## src/rtl/e15_out_logger.sv

```systemverilog
// e15_out_logger: change logger for the e15 controller output vector.
// Timestamped FWFT log with drop accounting and an all-zero watchdog.
module e15_out_logger #(
  parameter int WIDTH      = 20,
  parameter int DEPTH      = 8,
  parameter int TS_W       = 16,
  parameter int IDLE_LIMIT = 64
) (
  input  logic                     clk,
  input  logic                     rst,
  input  logic                     en,
  input  logic                     clr,
  input  logic [WIDTH-1:0]         y_in,
  output logic                     out_valid,
  input  logic                     out_ready,
  output logic [WIDTH-1:0]         out_vec,
  output logic [TS_W-1:0]          out_ts,
  output logic [$clog2(DEPTH):0]   count,
  output logic                     overflow,
  output logic [7:0]               drop_cnt,
  output logic                     idle_alarm
);
  localparam int AW = $clog2(DEPTH);
  localparam int CW = AW + 1;
  localparam int IW = $clog2(IDLE_LIMIT + 1);
  localparam logic [IW-1:0] LIM  = IW'(IDLE_LIMIT);
  localparam logic [CW-1:0] FULL = CW'(DEPTH);

  typedef enum logic [1:0] {
    IDLE,
    RUN,
    STALL
  } state_t;

  state_t           state;
  logic [WIDTH-1:0] mem_vec [DEPTH];
  logic [TS_W-1:0]  mem_ts  [DEPTH];
  logic [AW-1:0]    wr_ptr;
  logic [AW-1:0]    rd_ptr;
  logic [WIDTH-1:0] prev;
  logic [TS_W-1:0]  ts;
  logic [IW-1:0]    idle_cnt;
  logic [IW-1:0]    idle_nxt;
  logic             active;
  logic             evt;
  logic             pop;
  logic             full;
  logic             push;
  logic             drop;

  assign out_valid = (count != '0);
  assign out_vec   = out_valid ? mem_vec[rd_ptr] : '0;
  assign out_ts    = out_valid ? mem_ts[rd_ptr] : '0;

  always_comb begin
    active   = (state != IDLE);
    evt      = active && (y_in != prev);
    pop      = out_valid && out_ready;
    full     = (count == FULL);
    // a pop in the same cycle frees the slot for a full-FIFO push
    push     = evt && (!full || pop);
    drop     = evt && full && !pop;
    idle_nxt = '0;
    if (y_in == '0)
      idle_nxt = (idle_cnt == LIM) ? idle_cnt
                                   : idle_cnt + 1'b1;
  end

  always_ff @(posedge clk) begin
    if (push) begin
      mem_vec[wr_ptr] <= y_in;
      mem_ts[wr_ptr]  <= ts;
    end
  end

  always_ff @(posedge clk) begin
    if (rst) begin
      state      <= IDLE;
      wr_ptr     <= '0;
      rd_ptr     <= '0;
      count      <= '0;
      prev       <= '0;
      ts         <= '0;
      idle_cnt   <= '0;
      overflow   <= 1'b0;
      drop_cnt   <= '0;
      idle_alarm <= 1'b0;
    end else begin
      if (active) begin
        prev <= y_in;
        ts   <= ts + 1'b1;
      end
      if (push)
        wr_ptr <= wr_ptr + 1'b1;
      if (pop)
        rd_ptr <= rd_ptr + 1'b1;
      if (push && !pop)
        count <= count + 1'b1;
      else if (pop && !push)
        count <= count - 1'b1;
      if (clr) begin
        overflow <= 1'b0;
        drop_cnt <= '0;
      end else if (drop) begin
        overflow <= 1'b1;
        if (drop_cnt != 8'hFF)
          drop_cnt <= drop_cnt + 8'd1;
      end
      if (clr)
        idle_cnt <= '0;
      else if (active)
        idle_cnt <= idle_nxt;
      if (clr)
        idle_alarm <= 1'b0;
      unique case (state)
        IDLE: begin
          if (en)
            state <= RUN;
        end
        RUN: begin
          if (!en)
            state <= IDLE;
          else if (!clr && idle_nxt == LIM) begin
            state      <= STALL;
            idle_alarm <= 1'b1;
          end
        end
        STALL: begin
          if (!en)
            state <= IDLE;
          else if (clr)
            state <= RUN;
        end
        default: state <= IDLE;
      endcase
    end
  end
endmodule
```

## config.mk

```make
export PLATFORM = sky130hd
export DESIGN_NAME = e15_out_logger
export DESIGN_NICKNAME = d
export VERILOG_FILES = /design/src/rtl/e15_out_logger.sv
export SDC_FILE = /design/constraint.sdc
export NUM_CORES = 1
export LEC_CHECK = 0
export CAP_MARGIN = 15
export CORE_MARGIN = 2
export CORE_UTILIZATION = 25
export CTS_CLUSTER_SIZE = 12
export DETAILED_ROUTE_END_ITERATION = 6
export HOLD_SLACK_MARGIN = 0.05
export PLACE_DENSITY = 0.48
export RECOVER_POWER = 50
export SYNTH_ARGS = -nofsm -noshare
export SYNTH_HDL_FRONTEND = slang
export SYNTH_SLANG_ARGS = --single-unit
```

## constraint.sdc

```tcl
create_clock -name clk -period 9.8 [get_ports clk]
set_clock_uncertainty 0.05 [all_clocks]
set_input_delay 1.47 -clock clk [delete_from_list [all_inputs] [get_ports clk]]
set_output_delay 1.47 -clock clk [all_outputs]
set_load 0.01 [all_outputs]
```

## After elaboration in Yosys (flattened, before gate mapping)

Memory sizes are Yosys's and may differ from the RTL's. A register that Yosys moved wholly into a read port is not among the register bits.
Cells that the tools add are included.

| cells by class | value |
|---|---|
| multipliers | 0 |
| reduce and logical (&&, ||, !) cells | 21 |
| muxes and demuxes | 22 |
| shift-type cells | 0 |
| add/sub/neg operators | 7 |
| equal/unequal tests | 10 |
| bitwise operators | 0 |
| order comparisons | 0 |
| divide/modulo/power cells | 0 |

Operators with widths:

| kind | number |
|---|---|
| 20-bit logical NOT | 1 |
| 20-bit 2-to-1 mux | 1 |
| 20-bit inequality test | 1 |
| 16-bit by 1-bit adder with 16-bit output, second input constant | 1 |
| 16-bit 2-to-1 mux | 1 |
| 7-bit equality test, second input constant | 2 |
| 7-bit 2-to-1 mux | 2 |
| 3-bit 2-to-1 mux | 4 |
| 2-bit 2-to-1 mux | 5 |
| 8-bit by 1-bit adder with 8-bit output, second input constant | 1 |
| 1-bit logical AND | 8 |
| 4-bit 2-to-1 mux | 2 |
| 8-bit inequality test, second input constant | 1 |
| 7-bit by 1-bit adder with 7-bit output, second input constant | 1 |
| 3-bit by 1-bit adder with 3-bit output, second input constant | 2 |
| 1-bit 2-to-1 mux | 6 |
| 3-bit inequality test, second input constant | 2 |
| 2-bit case mux with 3 select lines | 1 |
| 4-bit by 1-bit adder with 4-bit output, second input constant | 1 |
| 4-bit equality test, second input constant | 1 |
| 1-bit logical NOT | 4 |
| 2-bit nonzero test | 2 |
| 4-bit nonzero test | 1 |
| 4-bit by 1-bit subtractor with 4-bit output, second input constant | 1 |
| other kinds (8) | 8 |

| storage, ports and cells | value |
|---|---|
| bits in latches | 0 |
| RAM bits | 288 |
| bits in read-only memories | 0 |
| input port bits | 25 |
| register bits | 65 |
| logic and storage cells | 72 |
| memories kept | 2 |

Memories:

| memory | words | bits a word | read ports | clocked after memory_dff | wr ports | RTL line | source |
|---|---|---|---|---|---|---|---|
| mem_vec | 8 | 20 | 1 | 1 | 1 | 36 | `logic [WIDTH-1:0] mem_vec [DEPTH];` |
| mem_ts | 8 | 16 | 1 | 1 | 1 | 37 | `logic [TS_W-1:0] mem_ts [DEPTH];` |

## Longest topological paths before layout

Gate-level depths: netlist of run 1.

| depth | value |
|---|---|
| word-level depth | 8 |
| gate-level depth with buffers | 15 |
| gate-level depth less buffers | 14 |

## Least setup slack after synthesis of run 1

No wires, ideal clock.

| path | value |
|---|---|
| path kind | input to register |
| from | input y_in[8] |
| to | memory mem_ts[1][0], enable pin |
| path buffers | 1 |
| stages | 7 |
| arrival | 5.960 ns |
| setup slack | 3.258 ns |
| cells stage by stage | xor2_1 -> nor4_1 -> nand3_1 -> o21ai_1 -> nand2b_1 -> buf_2 -> nor4b_1 |

| between the ends | value |
|---|---|
| longest elaborated chain between the ends | 5 |

RTL lines:

| what | RTL line | source |
|---|---|---|
| start: declaration | 13 | `input logic [WIDTH-1:0] y_in,` |
| 20-bit inequality test | 57 | `evt = active && (y_in != prev);` |
| 1-bit logical AND | 57 |  |
| 1-bit logical AND | 61 | `push = evt && (!full \|\| pop);` |
| 1-bit 2-to-1 mux | 70 | `if (push) begin` |
| 1-bit 2-to-1 mux (implied by the code) | 72 | `mem_ts[wr_ptr] <= ts;` |
| end: declaration | 37 |  |

Every way passes these cells.

==> metrics.md, run 1 <==
| Metric | Value |
|---|---|
| Worst VDD drop | `roughly 120 uV` |
| Post-Syn Area | `14100 sq um` |
| Seq cells post-synth | `356` |
| Arrival @ worst endpoint | `3.82 ns` |
| Sequential share of the synthesized area | `between 70% and 80%` |
| Core Area | `56200 sq um` |
| Ranking of synthesized cells by area | `edfxtp_1 (61%), mux4_2 (11%), dfxtp_1 (9.6%)` |
| Avg Cell Area, Syn | `16.6 sq um` |
| WL/cell | `about 19 microns` |
| Worst hold path type | `reg -> reg` |
| Final std cell area, no fill | `17100 sq um` |
| Synth top cells by count | `edfxtp_1 (288), mux4_2 (72), nor2_1 (72), dfxtp_1 (68), nand2_1 (61)` |
| Number of global-route vias before repair | `7771` |
| Remaining global-route overflow | `0` |
| Antenna-violating nets left | `0` |
| Synth Flop Type | `edfxtp_1` |
| Synth Instances | `about 850` |
| RSZ-0062 raised after global routing | `no` |
| Synth warnings | `0` |
| Share of the synthesized area in the top cell type | `61.1%` |
| Logic gate share of total power | `between 15 and 20%` |
| Final design utilization | `30.5%` |
| CTS max path bufs | `3` |
| MaxCap Viol Count | `1` |
| P_int | `2.86 mW` |
| Largest net degree at the start of global routing | `57` |
| CP Max Fanout | `42` |
| Placed Area | `15900 sq um` |
| DRC Markers | `0` |
| Status | `finished with violations` |
| Cells along the critical path | `buf_4 -> mux4_2 -> mux2i_1 -> nor2_1 -> clkdlybuf4s50_1` |
| Synth Net Count | `888` |
| Violated checks | `capacitance limit, slew limit` |
| Die H | `242 microns` |
| Later-pin clock latency in the skew report | `0.53 ns` |
| Slew Limit Fails | `54` |
| Worst setup EP type | `primary output` |
| Via-per-instance ratio | `4.38` |
| Setup Crit Path Kind | `reg -> out` |
| Flop pwr share | `44.8%` |
| Clock power frac | `37.4%` |
| Post-synth top area cell | `edfxtp_1` |
| Final net count | `983` |
| CP delay by family, top | `buffers and inverters` |
| Starting Density | `between 20% and 30%` |
| P per Cell Area | `224 nW/um^2` |
| First-pass detailed-route iteration total | `5` |
| Post-synth ARST share | `0%` |
| Slowest stage delay, CP | `0.83 ns` |
| Area growth syn-to-layout | `21.1%` |
| First-pass GRT wire length | `a little over 50 mm` |
| Relative slew slack | `-75.6%` |
| Rows | `87` |
| Clk sinks | `356` |
| TritonCTS buffer count | `40` |
| Post-CTS Setup Inserts | `0` |
| Vias post-DR | `7600` |
| Post-CTS Resized | `0` |
| Gpl congestion | `0.690` |
| Fin. Hold Viols | `0` |
| Most frequent cell after synthesis | `edfxtp_1` |
| Hpwl dp | `19.2 mm` |
| Peak Freq | `187 MHz` |
| Final setup fails | `0` |
| I/O pins | `76` |
| FILL cells | `5584` |
| GRT Resource Usage Total | `11.3%` |
| Sw Ratio | `25.5%` |
| Htree depth | `2` |
| Antenna violations before repair | `3` |
| Drt total wl | `33.2 mm` |
| Total die area | `58500 sq um` |
| Setup TNS | `0 ns` |
| Period minus WS final | `5.34 ns` |
| Req. time, crit path | `8.28 ns` |
| Lkg Pwr | `5.34 nW` |
| Hold_buf cts | `0` |
| Share of layout cells above drive strength 1 | `16.6%` |
| IO Port Bufs | `75` |
| TritonCTS clock tree | `done` |
| CTS Root Cell | `clkbuf_16` |
| Yosys cell types | `46` |
| Die width | `242 microns` |
| Worst path slowest cell | `buf_4` |
| # diodes | `0` |
| Slew @ Worst Pin | `approximately 2.6 ns` |
| Clock transition at path regs | `~0.060 ns` |
| Fin crit share | `54.5%` |
| WP buf/inv | `2` |
| Iteration-0 DRC Markers | `516` |
| Number of synthesized flops with an enable pin | `288` |
| Final Hold Slack | `0.413 ns` |
| Net Switching | `approximately 1000 uW` |
| Setup crit start kind | `flop` |
through the flow:
stage / setup slack (ns) / power, mW / instances
floorplan: 3.26 / 2.13 / 853
global placement: 4.11 / 2.47 / 1662
detailed placement: 4.02 / 2.47 / 1662
CTS: 4.33 / 3.91 / 1735
global route: 4.07 / 4.01 / 1735
finish: 4.46 / 3.83 / 1735
kinds of logic after synthesis:
| family | after synthesis | synth area share [%] |
|---|---|---|
| AOI/OAI and AO/OA | 62 | 2.43 |
| xor gates and xnor gates | 44 | 2.72 |
| adders and majority gates | 10 | 0.938 |
| buffers and inverters | 48 | 1.37 |
| DFF | 356 | 70.8 |
| muxes | 113 | 14.4 |
| and+or+nand+nor | 220 | 7.39 |
area by class of cell:
type                    count  area, sq um  share of cell area, %
flip-flops and latches    356        10000                   58.5
multi-input cells         449         4000                   23.4
clock buffers              58         1110                   6.48
well taps                 756          946                   5.52
repair buffers             94          887                   5.18
clock inverters            15          138                  0.804
inverters                   7         26.3                  0.153
power by group through the flow:
stage                     clock network [mW]  registers, mW  logic [mW]
final                                   1.43           1.72       0.685
after global routing                    1.53           1.72       0.751
after CTS                               1.47           1.72       0.719
after detailed placement                   0           1.75       0.717
after global placement                     0           1.75       0.717
after floorplan                            0           1.71       0.417
registers in the layout, indices dropped and copies added (netlist names), named ones only:
signal / flops
prev: 20
mem_ts: 128
drop_cnt: 8
overflow: 1
idle_cnt: 7
state: 2
rd_ptr: 3
mem_vec: 160
wr_ptr: 3
idle_alarm: 1
ts: 16
count: 4
worst paths after layout:
path                              start                  endpoint  slack [ns]  depth (start not counted)
setup / recovery                   flop                out_vec[1]        4.46                          5
hold / removal    prev[19]$_SDFFE_PP0N_     prev[19]$_SDFFE_PP0N_        0.41                          2
setup reg to reg  state[1]$_SDFFE_PP0P_  mem_vec[1][12]$_DFFE_PP_        5.90                          5
hold reg to reg   prev[19]$_SDFFE_PP0N_     prev[19]$_SDFFE_PP0N_        0.41                          2
worst register-to-register path, stage by stage (launching register included):
cell and delay (ns):
dfxtp_1 0.57, or2_2 0.67, o21ai_1 0.38, nand2b_1 0.47, nor4b_2 0.75, buf_4 0.63
metal layers:
layer / track usage [%] / wire length [microns]
met1: 15.5 / 15400
met2: 18.2 / 15700
met3: 2.36 / 1360
met4: 2.80 / 659
met5: 0 / 25
cells in the final DEF, fill, tap and decap left out, types with 34 or more instances in the layout:
cell and n:
nor2_1 71, xor2_1 35, a21oi_1 37, edfxtp_1 288, dfxtp_1 65, nand2_1 61
mux2i_1 39, clkdlybuf4s50_1 40, dlygate4sd3_1 34, mux4_2 72, clkbuf_16 41
Note: power is estimated with default switching activity, not from simulation.
==> inputs of run 2 (changes only) <==
Clock period 9.8 ns to 5.3 ns, I/O delays scaled along.
==> metrics.md, run 2 (synthesized netlist as in run 1, its figures left out) <==
| Metric | Value |
|---|---|
| Most flop-heavy register | `mem_vec` |
| Final Hold Slack | `0.411 ns` |
| Met2 Use GR | `18.8%` |
| Vias post-DR | `roughly 7700` |
| Sw Ratio | `25.2%` |
| Max reg flops | `160` |
| Setup crit start kind | `primary input` |
| TritonCTS buffer count | `39` |
| Area growth syn-to-layout | `21.2%` |
| Met1 Use GR | `15.3%` |
| Gpl congestion | `~0.70` |
| Rows | `87` |
| Number of global-route vias before repair | `7841` |
| Largest net degree at the start of global routing | `just under 60` |
| Net Switching | `1.77 mW` |
| Core Area | `56200 sq um` |
| TritonCTS clock tree | `done` |
| First-pass detailed-route iteration total | `4` |
| DRC Markers | `0` |
| Antenna violations before repair | `3` |
| CTS max path bufs | `3` |
| IO Port Bufs | `75` |
| GRT met3 Usage | `under 10%` |
| Placed Area | `~16000 sq um` |
| Dpl ws | `between 0.8 and 0.9 ns` |
| RSZ-0062 raised after global routing | `no` |
| Htree depth | `2` |
| Flop pwr share | `45.6%` |
| Hold_buf cts | `0` |
| Starting Density | `25.2%` |
| Via-per-instance ratio | `4.39` |
| First-pass GRT wire length | `50.6 mm` |
| GRT Resource Usage Total | `between 10 and 15%` |
| Clk sinks | `about 360` |
| Later-pin clock latency in the skew report | `about 0.54 ns` |
| Slew Limit Fails | `0` |
| Setup Crit Path Kind | `in -> reg` |
| Iteration-0 DRC Markers | `461` |
| Die H | `242 microns` |
| Post-CTS Setup Inserts | `0` |
| Lkg Pwr | `5.33 nW` |
| Period minus WS final | `around 4.2 ns` |
| Fin crit share | `79.6%` |
| Total Power | `between 7 and 8 mW` |
| GRT Max-Usage Layer | `met2` |
| P per Cell Area | `410 nW/um^2` |
| Clock power frac | `36.4%` |
| Fin. Hold Viols | `0` |
| Logic gate share of total power | `18.1%` |
| CP Max Fanout | `11` |
| Slew @ Worst Pin | `1.16 ns` |
| Final std cell area, no fill | `roughly 17000 sq um` |
| WL/cell | `19.3 microns` |
| Share of layout cells above drive strength 1 | `16.0%` |
| P_int | `5.26 mW` |
| Arrival @ worst endpoint | `4.62 ns` |
| MaxCap Viol Count | `0` |
| Clock transition at path regs | `approximately 0.060 ns` |
| Req. time, crit path | `5.71 ns` |
| Die width | `242 microns` |
| Remaining global-route overflow | `0` |
| # diodes | `0` |
| Total die area | `a little under 60000 sq um` |
| Relative slew slack | `22.9%` |
| Final WS setup | `about 1.1 ns` |
| Peak Freq | `237 MHz` |
| Status | `finished, final reports clean` |
| Final setup fails | `0` |
| Antenna-violating nets left | `0` |
| I/O pins | `76` |
| CTS Root Cell | `clkbuf_16` |
| Commonest cells after routing, fill and taps aside | `edfxtp_1 (288), mux4_2 (72), nor2_1 (71)` |
| Biggest regs | `mem_vec x160, mem_ts x128, prev x20` |
| Worst hold path type | `reg -> reg` |
| Drt total wl | `about 34 mm` |
| Commonest non-fill, non-tap cell in the layout | `edfxtp_1` |
| Worst setup EP type | `flop` |
| Final net count | `between 900 and 1000` |
| Post-CTS Resized | `0` |
| Worst VDD drop | `180 uV` |
| Hpwl dp | `19.3 mm` |
run 2: cell count changes in the layout (fill, tap and decap cells not counted), sizes merged:
| cell | before | now |
|---|---|---|
| clkbuf | 59 | 76 |
| clkinv | 8 | 7 |
| bufinv | 2 | 1 |
| buf | 19 | 18 |
| inv | 11 | 7 |
run 2: final timing paths:
| kind | from | endpoint | slack [ns] | cells past startpoint |
|---|---|---|---|---|
| setup / recovery | y_in[8] | count[3]$_SDFFE_PP0P_ | 1.08 | 16 |
| hold / removal | prev[2]$_SDFFE_PP0N_ | prev[2]$_SDFFE_PP0N_ | 0.41 | 2 |
| setup reg to reg | state[0]$_SDFFE_PP0P_ | count[3]$_SDFFE_PP0P_ | 1.84 | 12 |
| hold reg to reg | prev[2]$_SDFFE_PP0N_ | prev[2]$_SDFFE_PP0N_ | 0.41 | 2 |
run 2: critical path: stages:
cell and delay (ns):
dlygate4sd3_1 0.52, clkbuf_1 0.44, xor2_1 0.17, nor4_1 0.33, nand3_1 0.21, o21ai_1 0.44, nand2b_1 0.21, inv_2 0.07
ha_1 0.22, inv_1 0.11, ha_1 0.24, a21o_1 0.17, a21oi_1 0.17, xnor2_1 0.09, or3_1 0.31, a21oi_1 0.14
run 2: per-layer routing:
layer	share of wire [%]	routed length [microns]
met2	48	16200
met5	0.12	42
met1	45	15300
met4	1.8	592
met3	4.7	1600
run 2: final cells by class:
cell class                      count  area [sq um]
Clock buffer                       62          1130
Clock inverter                      9          71.3
Fill cell                        5640         39000
Inverter                            7          26.3
Multi-Input combinational cell    449          4000
Sequential cell                   356         10000
Tap cell                          756           946
Timing Repair Buffer              106           951
run 2: per-stage QoR:
step,setup TNS [ns],std cells,utilization [%]
floorplan,-77.80,853,-
global placement,0,1674,28.5
detailed placement,0,1674,28.5
CTS,0,1745,30.6
global route,0,1745,30.5
finish,0,1745,30.5
run 2: power by group through the flow:
stage | registers (mW) | logic [mW] | clock network [mW]
2_1_floorplan | 3.17 | 0.771 | 0
3_3_place_gp | 3.27 | 1.32 | 0
3_5_place_dp | 3.27 | 1.33 | 0
4_1_cts | 3.21 | 1.33 | 2.64
5_1_grt | 3.22 | 1.38 | 2.75
6_report | 3.21 | 1.27 | 2.56
